==> src/rtl/tx_ofdm_pkg.sv <==
// Shared OFDM TX constants: frame geometry, pilot/null positions, constellation amplitudes.
package tx_ofdm_pkg;

  localparam int unsigned N     = 64;
  localparam int unsigned NDATA = 48;
  localparam int unsigned IDX_W = 6;
  localparam int unsigned SYM_W = 4;

  // Fixed-point amplitudes, unity = 512 (Q9)
  localparam int PILOT_AMP = 512;
  localparam int QPSK_AMP  = 362;
  localparam int QAM_LO    = 162;
  localparam int QAM_HI    = 486;

  localparam logic [IDX_W-1:0] NULL_DC   = 6'd0;
  localparam logic [IDX_W-1:0] NULL_LO   = 6'd27;
  localparam logic [IDX_W-1:0] NULL_HI   = 6'd37;
  localparam logic [IDX_W-1:0] PILOT_0   = 6'd7;
  localparam logic [IDX_W-1:0] PILOT_NEG = 6'd21;
  localparam logic [IDX_W-1:0] PILOT_2   = 6'd43;
  localparam logic [IDX_W-1:0] PILOT_3   = 6'd57;

  typedef enum logic {ST_FILL, ST_EMIT} state_t;

  typedef enum logic [1:0] {SC_NULL, SC_PILOT_POS, SC_PILOT_NEG, SC_DATA} sc_kind_t;

  // Classify a subcarrier index into null / pilot / data.
  function automatic sc_kind_t sc_kind(input logic [IDX_W-1:0] idx);
    sc_kind_t k;
    k = SC_DATA;
    if (idx == NULL_DC || (idx >= NULL_LO && idx <= NULL_HI)) begin
      k = SC_NULL;
    end else if (idx == PILOT_NEG) begin
      k = SC_PILOT_NEG;
    end else if (idx == PILOT_0 || idx == PILOT_2 || idx == PILOT_3) begin
      k = SC_PILOT_POS;
    end
    return k;
  endfunction

endpackage

==> src/rtl/qam_map.sv <==
// Combinational bits-to-I/Q mapper: QPSK (mode 0) or Gray-coded 16-QAM (mode 1).
module qam_map
  import tx_ofdm_pkg::*;
#(
  parameter int unsigned WIDTH = 16
) (
  input  logic                    mode,
  input  logic [SYM_W-1:0]        bits,
  output logic signed [WIDTH-1:0] re,
  output logic signed [WIDTH-1:0] im
);

  // Gray level per axis: 00 -> -hi, 01 -> -lo, 11 -> +lo, 10 -> +hi
  function automatic logic signed [WIDTH-1:0] qam16_level(input logic [1:0] b);
    logic signed [WIDTH-1:0] v;
    v = '0;
    case (b)
      2'b00:   v = WIDTH'(-QAM_HI);
      2'b01:   v = WIDTH'(-QAM_LO);
      2'b11:   v = WIDTH'(QAM_LO);
      default: v = WIDTH'(QAM_HI);
    endcase
    return v;
  endfunction

  // Select constellation per latched frame mode.
  always_comb begin
    re = '0;
    im = '0;
    if (mode) begin
      re = qam16_level(bits[1:0]);
      im = qam16_level(bits[3:2]);
    end else begin
      re = bits[0] ? WIDTH'(QPSK_AMP) : WIDTH'(-QPSK_AMP);
      im = bits[1] ? WIDTH'(QPSK_AMP) : WIDTH'(-QPSK_AMP);
    end
  end

endmodule

==> src/rtl/tx_subcarrier_mapper.sv <==
// Buffers 48 data symbols, then emits one 64-subcarrier OFDM frame with pilots and nulls.
module tx_subcarrier_mapper
  import tx_ofdm_pkg::*;
#(
  parameter int unsigned WIDTH = 16
) (
  input  logic                    clock,
  input  logic                    reset,
  input  logic                    mode,
  input  logic                    di_en,
  input  logic [SYM_W-1:0]        di_bits,
  output logic                    di_rdy,
  output logic                    do_en,
  output logic                    do_sof,
  output logic signed [WIDTH-1:0] do_re,
  output logic signed [WIDTH-1:0] do_im
);

  state_t                  state;
  logic [SYM_W-1:0]        buffer [NDATA];
  logic [IDX_W-1:0]        cnt;
  logic [IDX_W-1:0]        idx;
  logic [IDX_W-1:0]        dptr;
  logic                    mode_q;
  logic                    accept_c;
  sc_kind_t                kind_c;
  logic signed [WIDTH-1:0] map_re_c;
  logic signed [WIDTH-1:0] map_im_c;

  assign accept_c = di_en & di_rdy;
  assign kind_c   = sc_kind(idx);

  qam_map #(.WIDTH(WIDTH)) u_qam_map (
    .mode (mode_q),
    .bits (buffer[dptr]),
    .re   (map_re_c),
    .im   (map_im_c)
  );

  // Symbol store; contents need no reset since count gates their use.
  always_ff @(posedge clock) begin
    if (accept_c) begin
      buffer[cnt] <= di_bits;
    end
  end

  // FILL/EMIT control with registered sample outputs.
  always_ff @(posedge clock) begin
    if (reset) begin
      state  <= ST_FILL;
      di_rdy <= 1'b1;
      cnt    <= '0;
      idx    <= '0;
      dptr   <= '0;
      mode_q <= 1'b0;
      do_en  <= 1'b0;
      do_sof <= 1'b0;
      do_re  <= '0;
      do_im  <= '0;
    end else begin
      do_en  <= 1'b0;
      do_sof <= 1'b0;
      do_re  <= '0;
      do_im  <= '0;
      case (state)
        ST_FILL: begin
          if (accept_c) begin
            if (cnt == '0) begin
              mode_q <= mode;
            end
            if (cnt == IDX_W'(NDATA - 1)) begin
              state  <= ST_EMIT;
              di_rdy <= 1'b0;
              cnt    <= '0;
              idx    <= '0;
              dptr   <= '0;
            end else begin
              cnt <= cnt + 1'b1;
            end
          end
        end
        ST_EMIT: begin
          do_en  <= 1'b1;
          do_sof <= (idx == '0);
          case (kind_c)
            SC_PILOT_POS: do_re <= WIDTH'(PILOT_AMP);
            SC_PILOT_NEG: do_re <= WIDTH'(-PILOT_AMP);
            SC_DATA: begin
              do_re <= map_re_c;
              do_im <= map_im_c;
              dptr  <= dptr + 1'b1;
            end
            default: ;
          endcase
          idx <= idx + 1'b1;
          if (idx == IDX_W'(N - 1)) begin
            state  <= ST_FILL;
            di_rdy <= 1'b1;
            dptr   <= '0;
          end
        end
        default: state <= ST_FILL;
      endcase
    end
  end

endmodule

==> config.mk <==
export PLATFORM = sky130hd
export DESIGN_NAME = tx_subcarrier_mapper
export DESIGN_NICKNAME = d
export VERILOG_FILES = /design/src/rtl/tx_ofdm_pkg.sv /design/src/rtl/qam_map.sv /design/src/rtl/tx_subcarrier_mapper.sv
export SDC_FILE = /design/constraint.sdc
export NUM_CORES = 1
export LEC_CHECK = 0
export ABC_CLOCK_PERIOD_IN_PS = 4750
export CAP_MARGIN = 20
export CORE_MARGIN = 5
export CORE_UTILIZATION = 48
export CTS_CLUSTER_SIZE = 24
export DETAILED_ROUTE_END_ITERATION = 7
export PLACE_DENSITY = 0.66
export SKIP_LAST_GASP = 1
export SYNTH_ARGS = -nofsm -noshare
export SYNTH_HDL_FRONTEND = slang
export SYNTH_SLANG_ARGS = --single-unit
==> constraint.sdc <==
create_clock -name clock -period 4.75 [get_ports clock]
set_clock_uncertainty 0.1 [all_clocks]
set_input_delay 0.95 -clock clock [delete_from_list [all_inputs] [get_ports clock]]
set_output_delay 0.95 -clock clock [all_outputs]
set_load 0.1 [all_outputs]
Word level (Yosys, flattened, before mapping) --
Memories as Yosys holds them, arrays and structs flattened. A register that Yosys moved wholly into a read port is not among the register bits. Cells that the tools add are included.
Word-level totals: input port bits 8, ROM bits 0, output and inout port bits 35, memories 1, RAM bits 192, latch bits 0, logic and storage cells 81, register bits 55
Memory list:
- buffer | depth 48, bits a word 4, rd ports 1, clocked after memory_dff 1, write ports 1, RTL line tx_subcarrier_mapper.sv:20 | logic [SYM_W-1:0] buffer [NDATA];
Operators by class: reduce and logical (&&, ||, !) cells 15, equal/unequal tests 17, add/subtract/negate cells 3, $lt $le $gt $ge 2, shift-type cells 0, bitwise gates (word level) 3, divide/modulo/power cells 0, multipliers 0, muxes and demuxes 30
Operator list (count):
- 16-bit one-hot mux with 3 select lines | 3
- 16-bit 2-to-1 mux | 4
- 6-bit 2-to-1 mux | 7
- 6-bit == test, second input constant | 4
- 6-bit one-hot mux with 2 select lines | 2
- 6-bit by 1-bit adder with 6-bit output, second input constant | 3
- 6-bit logical NOT | 2
- 1-bit 2-to-1 mux | 9
- 3-bit AND reduction | 3
- 2-bit == test, second input constant | 4
- 2-bit by 1-bit == test with 1-bit output, second input constant | 3
- 6-bit by 3-bit == test with 1-bit output, second input constant | 1
- 6-bit by 5-bit == test with 1-bit output, second input constant | 1
- 6-bit by 5-bit >= comparator with 1-bit output, second input constant | 1
- 6-bit less-or-equal comparator, second input constant | 1
- 2-bit 2-to-1 mux | 3
- 2-bit logical NOT | 2
- 2-bit != test, second input constant | 2
- 1-bit one-hot mux with 2 select lines | 2
- 2-bit AND reduction | 2
- 1-bit logical OR | 3
- 3-bit by 1-bit != test with 1-bit output, second input constant | 1
- 3-bit OR reduction | 1
- 2-bit by 1-bit != test with 1-bit output, second input constant | 1
- 4 further kinds | 5

Logic depth before layout (Yosys ltp) --
Gate-level depths: netlist of run 1.
word-level depth 12, gate-level depth with buffers 11, gate-level depth less buffers 9

Hierarchy --
A second synthesis of run 1 with hierarchy kept.
Second synthesis, totals: cell total of the unflattened synthesis 719, area, all modules 10417.5 sq um
By module, submodules not included:
- tx_subcarrier_mapper | sequential area each 6986.7 sq um, area each 10047.1 sq um, cells each 666, times used 1
- qam_map | sequential area each 0.0 sq um, area each 370.4 sq um, cells each 53, times used 1

Worst setup path before layout of run 1 --
No wires, ideal clock.
kind register -> register, start reg with a tool-made name, end reg do_im[14], library setup time 122 ps, data required time 4528 ps, arrival time 2657 ps, path buffers 3, stages on the path, launching flop included 12, period minus slack after synthesis 2879 ps, path slack 1871 ps, path through dfxtp_1 -> buf_6 -> buf_6 -> buf_2 -> mux4_2 -> mux4_2 -> mux2i_1 -> o21a_1 -> inv_2 -> ha_1 -> nor3_1 -> nor2_1
RTL lines:
- end signal: assignment | RTL line tx_subcarrier_mapper.sv:90 | do_im <= map_im_c;
- end: declaration | RTL line tx_subcarrier_mapper.sv:16 | output logic signed [WIDTH-1:0] do_im

==> results.toml, run 1 <==
[routing]
avgViaCountPerCell = 5.57
drt_iter0_drc = 475
vias = 5161
wl_um = 19500
drtPass1Iterations = 5
final_antenna_net_count = 0
drc = 0
wire_per_inst_um = 21.1

[synth]
yosys.area_share.adder = 0.0128
ys_seq_elements = 237
synth.most_common_cell = "edfxtp_1"
synthXorXnorAreaFrac = 0.00809
ys_warn_count = 0
synth_mux_area_frac = 0.150
synthTopCellsByCount = "edfxtp_1 (192), nor2_1 (93), mux4_2 (48)"
post_synth_num_cell_types = 52
synth_enable_flop_cells = 192
dominantRegCellSynth = "edfxtp_1"
yosys.area.top_type = "edfxtp_1"
netlist_area_mm2 = 0.00974
synth-simple-area-share = 0.0818
synth_compound_area_frac = 0.0266
postSynthAreaPerCell_um2 = 15.9
synth_area_leaders = "edfxtp_1 (59%), mux4_2 (11%), dfxtp_1 (9.2%), mux2i_1 (3.8%), nor2_1 (3.6%)"
async_flop_share = 0
synth_cells = 613
synth-seq-area-share = 0.684
synth_top_area_frac = 0.592
synth_top_family_by_area = "multiplexers"

[clock_tree]
hold_buffers = 0
cts-buffers-inserted = 24
worstSkewPairLatency_ns = 0.51
clock-sinks = 237
cts_tree = "yes"
cts_resized = 0
cts_max_path_buffers = 3
ctsRootBufferMaster = "clkbuf_16"
clk_pin_slew_worst_paths_ns = 0.06
htree_levels = 1
cts_setup_buffers = 0

[floorplan]
core_area_mm2 = 0.0201
rows = 52
die_h_um = 152
io_pins = 43
start_util = 0.485
die_w_um = 152
die-area_mm2 = 0.0232

[outcome]
outcome = "finished clean"

[timing]
post-route-min-period_ns = 3.19
layout_setup_ws_ns = 1.56
fmax_mhz = 314
drv_slew = 0
rsz0062_at_grt = "no"
tns_ns = 0
setup-violations-final = 0
tightest_slew_ns = 0.982
fin_crit_sh = 0.671
maxSlewHeadroom = 0.343
whs_ns = 0.430
finalHoldViolCount = 0

[grt]
grt_pass1_vias = 5232
grt_max_degree = 49
grt_pass1_wl_um = 30300
antenna_found_initial = 0
grtUsageTotal = 0.166
grt.overflow.total = 0

[place]
pre_cts_slack_ns = 1.52
place.gp.congestion = 0.816
postPlaceCellArea_mm2 = 0.0102
portBuffers = 40
hpwl_um = 12900

[finish]
diodes = 0
finish.utilization = 0.544
drive_above_1_share = 0.146
design_area_mm2 = 0.0109
fillers = 1589
fin_nets = 657
area_growth_pct = 12.3

[flow_run]
max_cap_violations = 0

[setup_path]
r2r_slack_ns = 1.56
crit_required_ns = 5.05
crit_fanout = 42
crit_arrival_ns = 3.49
path_class = "flip-flop to flip-flop"
startpoint_type = "flip-flop"
end_kind = "flip-flop"

[min_path]
hold_path.class = "flip-flop to flip-flop"

[pwr]
leakage_nw = 3.42
ir_worst_vdd_uv = 289
cellPowerDensity_mw_per_mm2 = 370
worst max-delay path, stage by stage, from the launching register on:
cell and delay (ns):
dfxtp_4 0.89, mux4_2 0.59, mux4_2 0.50, mux2i_1 0.24, o21a_1 0.22, inv_2 0.06
ha_1 0.17, nor3_1 0.22, nor2_1 0.06
worst paths after layout:
check                  from       end  cells after the start
hold / removal      dptr[5]   dptr[5]                      2
hold reg to reg     dptr[5]   dptr[5]                      2
setup / recovery  flip-flop  do_im[7]                      8
setup reg to reg  flip-flop  do_im[7]                      8
layout by cell type, fill, tap and decap left out, types with 3 or more instances in the layout:
cell             Yosys  layout
nor2b_1              3       3
and3b_1              3       3
clkbuf_1            17       7
nor3b_1              4       4
inv_1               10      10
edfxtp_1           192     192
xor2_1               6       6
mux4_2              48      48
nand3b_1             3       3
a22oi_1              6       6
nor2_1              93      93
mux2i_1             37      37
o21ai_0              3       3
and2_1               3       3
clkinv_1             0       6
ha_1                10      10
and3_1               6       6
nand2_1             21      21
o21a_1               3       3
clkinv_2             0       4
a21oi_1             12      12
nor3_1              10      10
nand3_1             12      12
clkbuf_16            0      25
xnor2_1              3       3
dfxtp_1             45      43
buf_4               17       7
or3_1                4       4
clkdlybuf4s50_1      0      40
cell families after synthesis:
logic type      after synthesis
mux                          86
fa+ha+maj                    10
compound gates               39
simple gates                171
buf+inv                      60
other cells                   1
flops                       237
xor+xnor                      9
area by class of cell:
class	instances	area [µm²]	area share
Inverter	12	45.0	0.00412
Sequential cell	237	6670	0.610
Clock inverter	11	50.0	0.00458
Clock buffer	32	652	0.0596
Multi-Input combinational cell	317	2730	0.250
Timing Repair Buffer	47	453	0.0414
Tap cell	270	338	0.0309
per-stage QoR:
stage | instances | total power, W
6_report | 926 | 0.00405
5_1_grt | 926 | 0.00418
4_1_cts | 926 | 0.00408
3_5_place_dp | 883 | 0.00240
3_3_place_gp | 883 | 0.00240
2_1_floorplan | 614 | 0.00235
metal layers:
layer | up-vias | wire length [µm] | GRT usage
met5 | - | 0 | 0
met2 | 130 | 9640 | 0.282
met3 | 26 | 1070 | 0.0287
met4 | 0 | 363 | 0.0369
li1 | 2357 | - | -
met1 | 2648 | 8440 | 0.229
registers in the layout, indices dropped and copies added (netlist names), named ones only:
| signal | flops |
|---|---|
| buffer | 192 |
| do_re | 9 |
| do_im | 7 |
| cnt | 6 |
| dptr | 6 |
| idx | 6 |
| di_rdy | 1 |
| do_en | 1 |
| do_sof | 1 |
| mode_q | 1 |
| state | 1 |
power by group:
part            total, W  switching, W  internal, W  leakage, nW
Sequential       0.00226    0.00000644      0.00225         2.09
Clock            0.00169      0.000732     0.000958        0.342
Combinational  0.0000981     0.0000701    0.0000281        0.990
Note: power is estimated with default switching activity, not from simulation.
==> inputs of run 2 (changes only) <==
ABC_CLOCK_PERIOD_IN_PS = 2700   (was 4750)
PLACE_DENSITY = 0.68   (was 0.66)
clock period = 2.7 ns   (was 4.75 ns; I/O delays follow)
==> results.toml, run 2 (same netlist as run 1, synthesis figures left out) <==
[finish]
top_regs = "buffer x192, do_re x9, do_im x7"
diodes = 0
area_growth_pct = 17.7
fin_nets = 696
mostFrequentLayoutCells = "edfxtp_1 (192), nor2_1 (93), buf_4 (67)"
final_common_cell = "edfxtp_1"
largest-register = "buffer"
largest_reg_flops = 192
design_area_mm2 = 0.0115
drive_above_1_share = 0.257

[setup_path]
crit_required_ns = 3.01
path_class = "flip-flop to flip-flop"
crit_fanout = 8
startpoint_type = "flip-flop"
end_kind = "flip-flop"
crit_arrival_ns = 3.03

[pwr]
combPwrFrac = 0.026
swShare = 0.198
cellPowerDensity_mw_per_mm2 = 665
p_sw_w = 0.00151
ir_worst_vdd_uv = 413
clock_power_share = 0.453
p_int_w = 0.00611
total_power_w = 0.00762
leakage_nw = 3.77
seq_power_share = 0.521

[routing]
wl_met1_um = 8960
vias = 5351
drt_iter0_drc = 470
drc = 0
wl_met3_um = 1020
drtPass1Iterations = 5
wl_met2_um = 10500
wire_per_inst_um = 21.4
highest_layer = "met4"
avgViaCountPerCell = 5.54
final_antenna_net_count = 0
wl_um = 20700

[grt]
grt_pass1_vias = 5379
grt_pass1_wl_um = 31300
antenna_found_initial = 0
grtUsageTotal = 0.172
grt_max_degree = 49
grt.overflow.total = 0

[timing]
finalHoldViolCount = 0
tightest_slew_ns = 0.632
drv_slew = 0
rsz0062_at_grt = "yes"
post-route-min-period_ns = 2.72
setup-violations-final = 5
maxSlewHeadroom = 0.576
layout_setup_ws_ns = -0.0233
tns_ns = -0.0371
fin_crit_sh = 1.01
fmax_mhz = 367

[floorplan]
io_pins = 43
rows = 52
die_h_um = 152
start_util = 0.485
core_area_mm2 = 0.0201
die-area_mm2 = 0.0232
die_w_um = 152

[min_path]
hold_path.class = "flip-flop to flip-flop"

[outcome]
violations = "setup timing"
outcome = "finished with violations"

[clock_tree]
htree_levels = 1
cts_tree = "yes"
clock-sinks = 237
hold_buffers = 0
cts_max_path_buffers = 3
worstSkewPairLatency_ns = 0.52
clk_pin_slew_worst_paths_ns = 0.06
ctsRootBufferMaster = "clkbuf_16"
cts-buffers-inserted = 26

[place]
place.gp.congestion = 0.865
portBuffers = 40
hpwl_um = 13200
postPlaceCellArea_mm2 = 0.0104

[flow_run]
max_cap_violations = 0
run 2: changes by cell type in the layout (fill, tap and decap cells not counted), moves of 3 or more:
cell,before,now
buf_4,7,67
clkbuf_16,25,29
ha_1,10,6
buf_12,0,7
ha_4,0,3
clkbuf_1,7,3
clkdlybuf4s50_1,40,7
bufinv_16,0,3
run 2: power groups by stage:
| stage | sequential [W] | combinational [W] | clock, W |
|---|---|---|---|
| 2_1_floorplan | 0.00404 | 0.0000960 | 0 |
| 3_3_place_gp | 0.00405 | 0.000179 | 0 |
| 3_5_place_dp | 0.00405 | 0.000185 | 0 |
| 4_1_cts | 0.00397 | 0.000185 | 0.00350 |
| 5_1_grt | 0.00397 | 0.000218 | 0.00368 |
| 6_report | 0.00397 | 0.000202 | 0.00345 |
run 2: final cells by class:
cell class / instances / area [µm²]
flip-flops and latches: 237 / 6670
inverters: 12 / 47.5
repair buffers: 84 / 774
multi-input cells: 317 / 2800
well taps: 270 / 338
clock inverters: 16 / 150
fillers: 1525 / 8640
clock buffers: 30 / 687
run 2: worst paths after layout:
path                  start       end  slack (ns)  cells after the start
setup / recovery  flip-flop  do_im[5]       -0.02                     10
hold / removal      dptr[5]   dptr[5]        0.43                      2
setup reg to reg  flip-flop  do_im[5]       -0.02                     10
hold reg to reg     dptr[5]   dptr[5]        0.43                      2
run 2: worst max-delay path: stages, from the launching register on:
cell and delay [ns]:
dfxtp_4 0.40, buf_12 0.13, clkbuf_16 0.15, mux4_2 0.50, mux4_2 0.51, mux2i_1 0.15
o21a_2 0.21, inv_4 0.06, ha_4 0.16, nor3_4 0.16, nor2_1 0.07
run 2: per-stage QoR:
stage	cells	hold WS, ns	utilization	worst slack (ns)
5_1_grt	966	0.480	0.570	-0.102
3_5_place_dp	909	0.430	0.518	0.0328
6_report	966	0.432	0.570	-0.0233
3_3_place_gp	909	0.392	0.518	0.0777
2_1_floorplan	614	0.380	-	0.0290
4_1_cts	955	0.440	0.560	0.00886
run 2: timing repair:
item | 4_1_cts | 5_1_grt
resized for setup | 0 | 12
buffers inserted | 0 | 9
setup endpoints to repair | 0 | 8
run 2: per-layer routing:
layer	vias to the layer above	GRT usage
li1	2436	-
met1	2708	0.235
met2	178	0.291
met3	29	0.0293
met4	0	0.0407
met5	-	0
